<file path="src/rtl/hmmm_read_port.sv">
// Input side of the hmmm `read` instruction: buffers host words in a small FIFO
// and hands them to the core through a level request / one-cycle acknowledge.
module hmmm_read_port #(
  parameter int unsigned W     = 16,
  parameter int unsigned DEPTH = 2
) (
  input  logic                         clk,
  input  logic                         reset,
  input  logic                         in_valid,
  input  logic [W-1:0]                 in_data,
  output logic                         in_ready,
  input  logic                         rd_req,
  output logic                         rd_ack,
  output logic [W-1:0]                 rd_data,
  output logic                         stall,
  output logic [$clog2(DEPTH+1)-1:0]   count
);

  localparam int unsigned CW = $clog2(DEPTH + 1);
  localparam int unsigned PW = $clog2(DEPTH);

  typedef enum logic [1:0] {
    ST_IDLE,
    ST_WAIT,
    ST_ACK
  } state_e;

  state_e         state_q, state_d;
  logic [W-1:0]   mem_q [DEPTH];
  logic [PW-1:0]  wptr_q, rptr_q;
  logic [CW-1:0]  count_q, count_d;
  logic [W-1:0]   rd_data_q;
  logic           push, pop, empty;

  assign empty    = (count_q == '0);
  assign in_ready = (count_q < CW'(DEPTH));
  assign push     = in_valid & in_ready;
  assign count_d  = count_q + CW'(push) - CW'(pop);

  assign rd_ack  = (state_q == ST_ACK);
  assign rd_data = rd_data_q;
  assign count   = count_q;
  assign stall   = ((state_q == ST_IDLE) & rd_req) | (state_q == ST_WAIT);

  // Request FSM: a pop only ever happens on the edge that enters ACK.
  always_comb begin
    state_d = state_q;
    pop     = 1'b0;
    case (state_q)
      ST_IDLE: begin
        if (rd_req) begin
          if (!empty) begin
            pop     = 1'b1;
            state_d = ST_ACK;
          end else begin
            state_d = ST_WAIT;
          end
        end
      end
      ST_WAIT: begin
        // A dropped request aborts the wait without consuming a word.
        if (!rd_req) begin
          state_d = ST_IDLE;
        end else if (!empty) begin
          pop     = 1'b1;
          state_d = ST_ACK;
        end
      end
      ST_ACK:  state_d = ST_IDLE;
      default: state_d = ST_IDLE;
    endcase
  end

  always_ff @(posedge clk) begin
    if (reset) begin
      state_q   <= ST_IDLE;
      count_q   <= '0;
      wptr_q    <= '0;
      rptr_q    <= '0;
      rd_data_q <= '0;
    end else begin
      state_q <= state_d;
      count_q <= count_d;
      if (push) begin
        wptr_q <= wptr_q + PW'(1);
      end
      if (pop) begin
        rptr_q    <= rptr_q + PW'(1);
        rd_data_q <= mem_q[rptr_q];
      end
    end
  end

  // Storage needs no reset: occupancy and pointers define what is valid.
  always_ff @(posedge clk) begin
    if (push && !reset) begin
      mem_q[wptr_q] <= in_data;
    end
  end

endmodule

</file>
<file path="config.mk">
export PLATFORM = sky130hd
export DESIGN_NAME = hmmm_read_port
export DESIGN_NICKNAME = d
export VERILOG_FILES = /design/src/rtl/hmmm_read_port.sv
export SDC_FILE = /design/constraint.sdc
export NUM_CORES = 1
export LEC_CHECK = 0
export ABC_AREA = 1
export CORE_ASPECT_RATIO = 1.75
export CORE_MARGIN = 8
export CORE_UTILIZATION = 35
export DETAILED_ROUTE_END_ITERATION = 10
export GPL_TIMING_DRIVEN = 0
export PLACE_DENSITY = 0.61
export SYNTH_ARGS = -nofsm -noshare
export SYNTH_HDL_FRONTEND = slang
export SYNTH_SLANG_ARGS = --single-unit
</file>
<file path="constraint.sdc">
create_clock -name clk -period 3.16 [get_ports clk]
set_input_delay 0.948 -clock clk [delete_from_list [all_inputs] [get_ports clk]]
set_output_delay 0.948 -clock clk [all_outputs]
set_load 0.03 [all_outputs]
</file>
# Yosys cells after proc, flatten, opt, wreduce, memory -nomap -nowiden
# Memories as Yosys holds them, arrays and structs flattened. A register that Yosys moved wholly into a read port is not among the register bits.
# Index checks and enable logic that the tools add are counted.
[word_totals]
memories = 1
wordCells = 33
ram_bits = 32
inputBits = 20
output_inout_bits = 21
ff_bits = 6
[mem_list]
columns = ["name", "words", "width", "read_ports", "rd_clocked_by_memory_dff", "write_ports", "line", "source"]
rows = [
  ["mem_q", 2, 16, 1, 1, 1, "29", "logic [W-1:0] mem_q [DEPTH];"],
]
[classes]
add_sub_neg = 4
order_cmp = 1
n_reduce_logical = 6
n_eq_ne = 4
bitwise = 3
n_mux = 10
[ops]
columns = ["op", "count"]
rows = [
  ["$mux W2", 4],
  ["$mux W1", 5],
  ["$logic_not A2 Y1", 2],
  ["$pmux W2 S2", 1],
  ["$ne A3 B3 Y1 const B", 1],
  ["$add A1 B1 Y1 const B", 2],
  ["$add A2 B1 Y2", 1],
  ["$and A1 B1 Y1", 2],
  ["$eq A2 B1 Y1 const B", 1],
  ["$eq A2 B2 Y1 const B", 1],
  ["$lt A2 B2 Y1 const B", 1],
  ["$ne A2 B2 Y1 const B", 1],
  ["$reduce_and A2 Y1", 1],
  ["$reduce_or A2 Y1", 1],
  ["$sub A2 B1 Y2", 1],
  ["$logic_and A1 B1 Y1", 1],
  ["$logic_not A1 Y1", 1],
  ["$or A1 B1 Y1", 1],
]

# Logic depth before layout (Yosys ltp)
[logic_depth]
word_depth = 5
mapped_depth = 12
ltp_nobuf = 12

# Worst setup path before layout
# No wires, ideal clock.
[synth_timing]
path_type = "input -> register"
startpoint = "input port in_valid"
endpoint = "memory mem_q[1][0], enable pin"
setup_ns = 0.409
arrival_time_ns = 2.167
cell_stages = 2
t_required_ns = 2.751
slack_ns = 0.584
path_buffers = 0
cell_sequence = "nand2_1 -> nor3_1"
[synth_via]
elab_chain_cells = 4
[synth_rtl]
columns = ["item", "line", "source"]
rows = [
  ["start, declared", "9", "input logic in_valid,"],
  ["$and A1 B1 Y1", "37", "assign push = in_valid & in_ready;"],
  ["$logic_and A1 B1 Y1", "96", "if (push && !reset) begin"],
  ["$mux W1", "96", ""],
  ["$mux W1 (not written as such)", "97", "mem_q[wptr_q] <= in_data;"],
  ["end, declared", "29", ""],
]
# Every way passes these cells.

# Worst setup path after layout
[layout_timing]
startpoint = "input port rd_req"
endpoint = "output port stall"
[layout_via]
elab_chain_cells = 2
[layout_rtl]
columns = ["item", "line", "source"]
rows = [
  ["start, declared", "12", "input logic rd_req,"],
  ["$and A1 B1 Y1", "43", "assign stall = ((state_q == ST_IDLE) & rd_req) | (state_q == ST_WAIT);"],
  ["$or A1 B1 Y1", "43", ""],
  ["end, declared", "15", "output logic stall,"],
]
# Every way passes these cells.

==> results.json <==
{
  "status": "finished clean",
  "synth_top_cell_by_area": "edfxtp_1",
  "floorplan.initialDensity_pct": 35.5,
  "drive_gt1_share_pct": 8.57,
  "cts_hold_buf": 0,
  "skew_ns": 0.00610,
  "yosysWarnings": 0,
  "synth.net_count": 253,
  "slew_headroom_pct": 43.7,
  "drc": 0,
  "cts_setup_buffers": 0,
  "syn_area_per_cell_um2": 9.44,
  "leakage_nw": 1.18,
  "crit_fanout": 3,
  "ant_nets": 0,
  "overflow": 0,
  "rsz0062_at_grt": "false",
  "wl_per_cell_um": 11.5,
  "via_per_inst": 4.24,
  "cts-resized-gates": 1,
  "cts.sinks": 54,
  "nNetsFinal": 301,
  "period_needed_ns": 2.92,
  "criticalPathCategory": "in -> out",
  "cts_tree": "built",
  "seq_area_frac_synth_pct": 64.3,
  "grt_usage_pct": 9.80,
  "dr.pass1.iters": 4,
  "final_common_cell": "nand2_1",
  "mostFrequentLayoutCells": "nand2_1, inv_1, nor2_1, clkdlybuf4s50_1, edfxtp_1",
  "cp.arrival_ns": 1.97,
  "n_fill_cell": 593,
  "cts_inserted_buffers": 5,
  "finalWirelength_um": 4140,
  "boundaryPins": 41,
  "yosys-top-cells-area": "edfxtp_1, dfxtp_1, nand2_1",
  "slew_violations": 0,
  "coreArea_mm2": 0.00613,
  "syn_inst": 231,
  "port_buffers": 40,
  "h-tree-depth": 2,
  "die_w_um": 75.7,
  "powerDensity_mw_per_mm2": 773,
  "synth_seq_cells": 54,
  "grt_start_max_net_pins": 17,
  "grt_pass1_vias": 1442,
  "setup-tns-final_ns": 0,
  "synth_cell_types": 19,
  "synth_area_mm2": 0.00218,
  "dp_hpwl_um": 3080,
  "grt_pass1_wl_um": 6730,
  "vias": 1527,
  "synth_top_area_share_pct": 44.1,
  "die_area_mm2": 0.00911,
  "required_ns": 2.21,
  "gp_congestion": 0.777,
  "setup_ws_ns": 0.242,
  "syn2layout_area_growth_pct": 27.7,
  "clockBufferDepth": 2,
  "clk_pin_slew_worst_paths_ns": 0.09,
  "drv_cap": 0,
  "post-place-ws_ns": -0.0313,
  "clk_latency_ns": 0.31,
  "worstMarginPinSlew_ns": 0.843,
  "setup_violations": 0,
  "critPathCaptureType": "output port",
  "holdWs_ns": 0.471,
  "hold_viol_final": 0,
  "max_freq_ghz": 0.343,
  "diodes": 0,
  "timing.final.crit_share_pct": 92.3,
  "irDropWorstVdd_mv": 0.304,
  "dr.first_iter.drc_count": 65,
  "setup.worst_path.start_class": "input pin",
  "die_h_um": 120,
  "antenna_found_initial": 0,
  "core.rowCount": 38,
  "hp-class": "reg -> reg",
  "fin_util_pct": 45.4,
  "clockRootBuffer": "clkbuf_8"
}
-- cell usage after synthesis --
| cell type | count |
|---|---|
| ha_1 | 2 |
| nor2_8 | 1 |
| nand2_1 | 59 |
| nor2_2 | 2 |
| edfxtp_1 | 32 |
| a21oi_1 | 1 |
| buf_6 | 2 |
| nand2_4 | 2 |
| nand3_1 | 2 |
| clkbuf_2 | 1 |
| inv_2 | 2 |
| buf_4 | 1 |
| inv_1 | 40 |
| nor2_1 | 40 |
| dfxtp_1 | 22 |
| o21ai_0 | 16 |
| clkbuf_8 | 1 |
| nor3_1 | 2 |
| buf_2 | 3 |
-- final timing paths --
path / start / end / slack [ns] / cells past startpoint
max: rd_req / stall / 0.24 / 4
min: wptr_q / wptr_q / 0.47 / 2
max reg2reg: count[1] / mem_q[0][9] / 1.55 / 3
min reg2reg: wptr_q / wptr_q / 0.47 / 2
-- worst max-delay path, stage by stage --
cell	delay, ns
clkdlybuf4s50_1	0.48
nand2_1	0.09
nand2_1	0.06
dlygate4sd2_1	0.39
-- final cells by class --
cell class | count | area [µm²] | share of cell area, %
sequential | 54 | 1400 | 50.4
multi-input combinational | 127 | 564 | 20.3
timing repair buffer | 41 | 410 | 14.7
inverter | 42 | 158 | 5.67
tap | 80 | 100 | 3.60
clock buffer | 5 | 68.8 | 2.47
buffer | 8 | 63.8 | 2.29
clock inverter | 3 | 16.3 | 0.585
-- logic make-up after synthesis --
kind of cell	count (synthesis)	synth area share [%]
AOI/OAI and AO/OA	17	3.90
and+or+nand+nor	108	20.5
DFF	54	64.3
adders and majority gates	2	1.15
buffers and inverters	50	10.2
-- power by group --
part / switching [mW] / internal, mW / total [mW]
registers: 0.0608 / 0.875 / 0.936
logic: 0.513 / 0.334 / 0.847
clock network: 0.217 / 0.152 / 0.370
-- metrics by stage --
stage / cells / power [mW] / cell area (µm²)
2_1_floorplan: 231 / 1.51 / 2180
3_3_place_gp: 351 / 1.80 / 2680
3_5_place_dp: 352 / 1.82 / 2700
4_1_cts: 360 / 2.19 / 2780
5_1_grt: 360 / 2.29 / 2780
6_report: 360 / 2.15 / 2780
-- routing by layer --
layer	GRT usage [%]	part of all wire, %	vias up
li1	-	-	798
met1	9.65	39	687
met2	17.0	53	34
met3	2.57	5.3	8
met4	6.54	3.4	0
met5	0	0	-
-- state kept, by name, summed over array words and instances, names as in the netlist --
register and cells:
count 2, rptr_q 1, wptr_q 1, state_q 2, mem_q 32, rd_data 16
(Power assumes the default switching activity.)
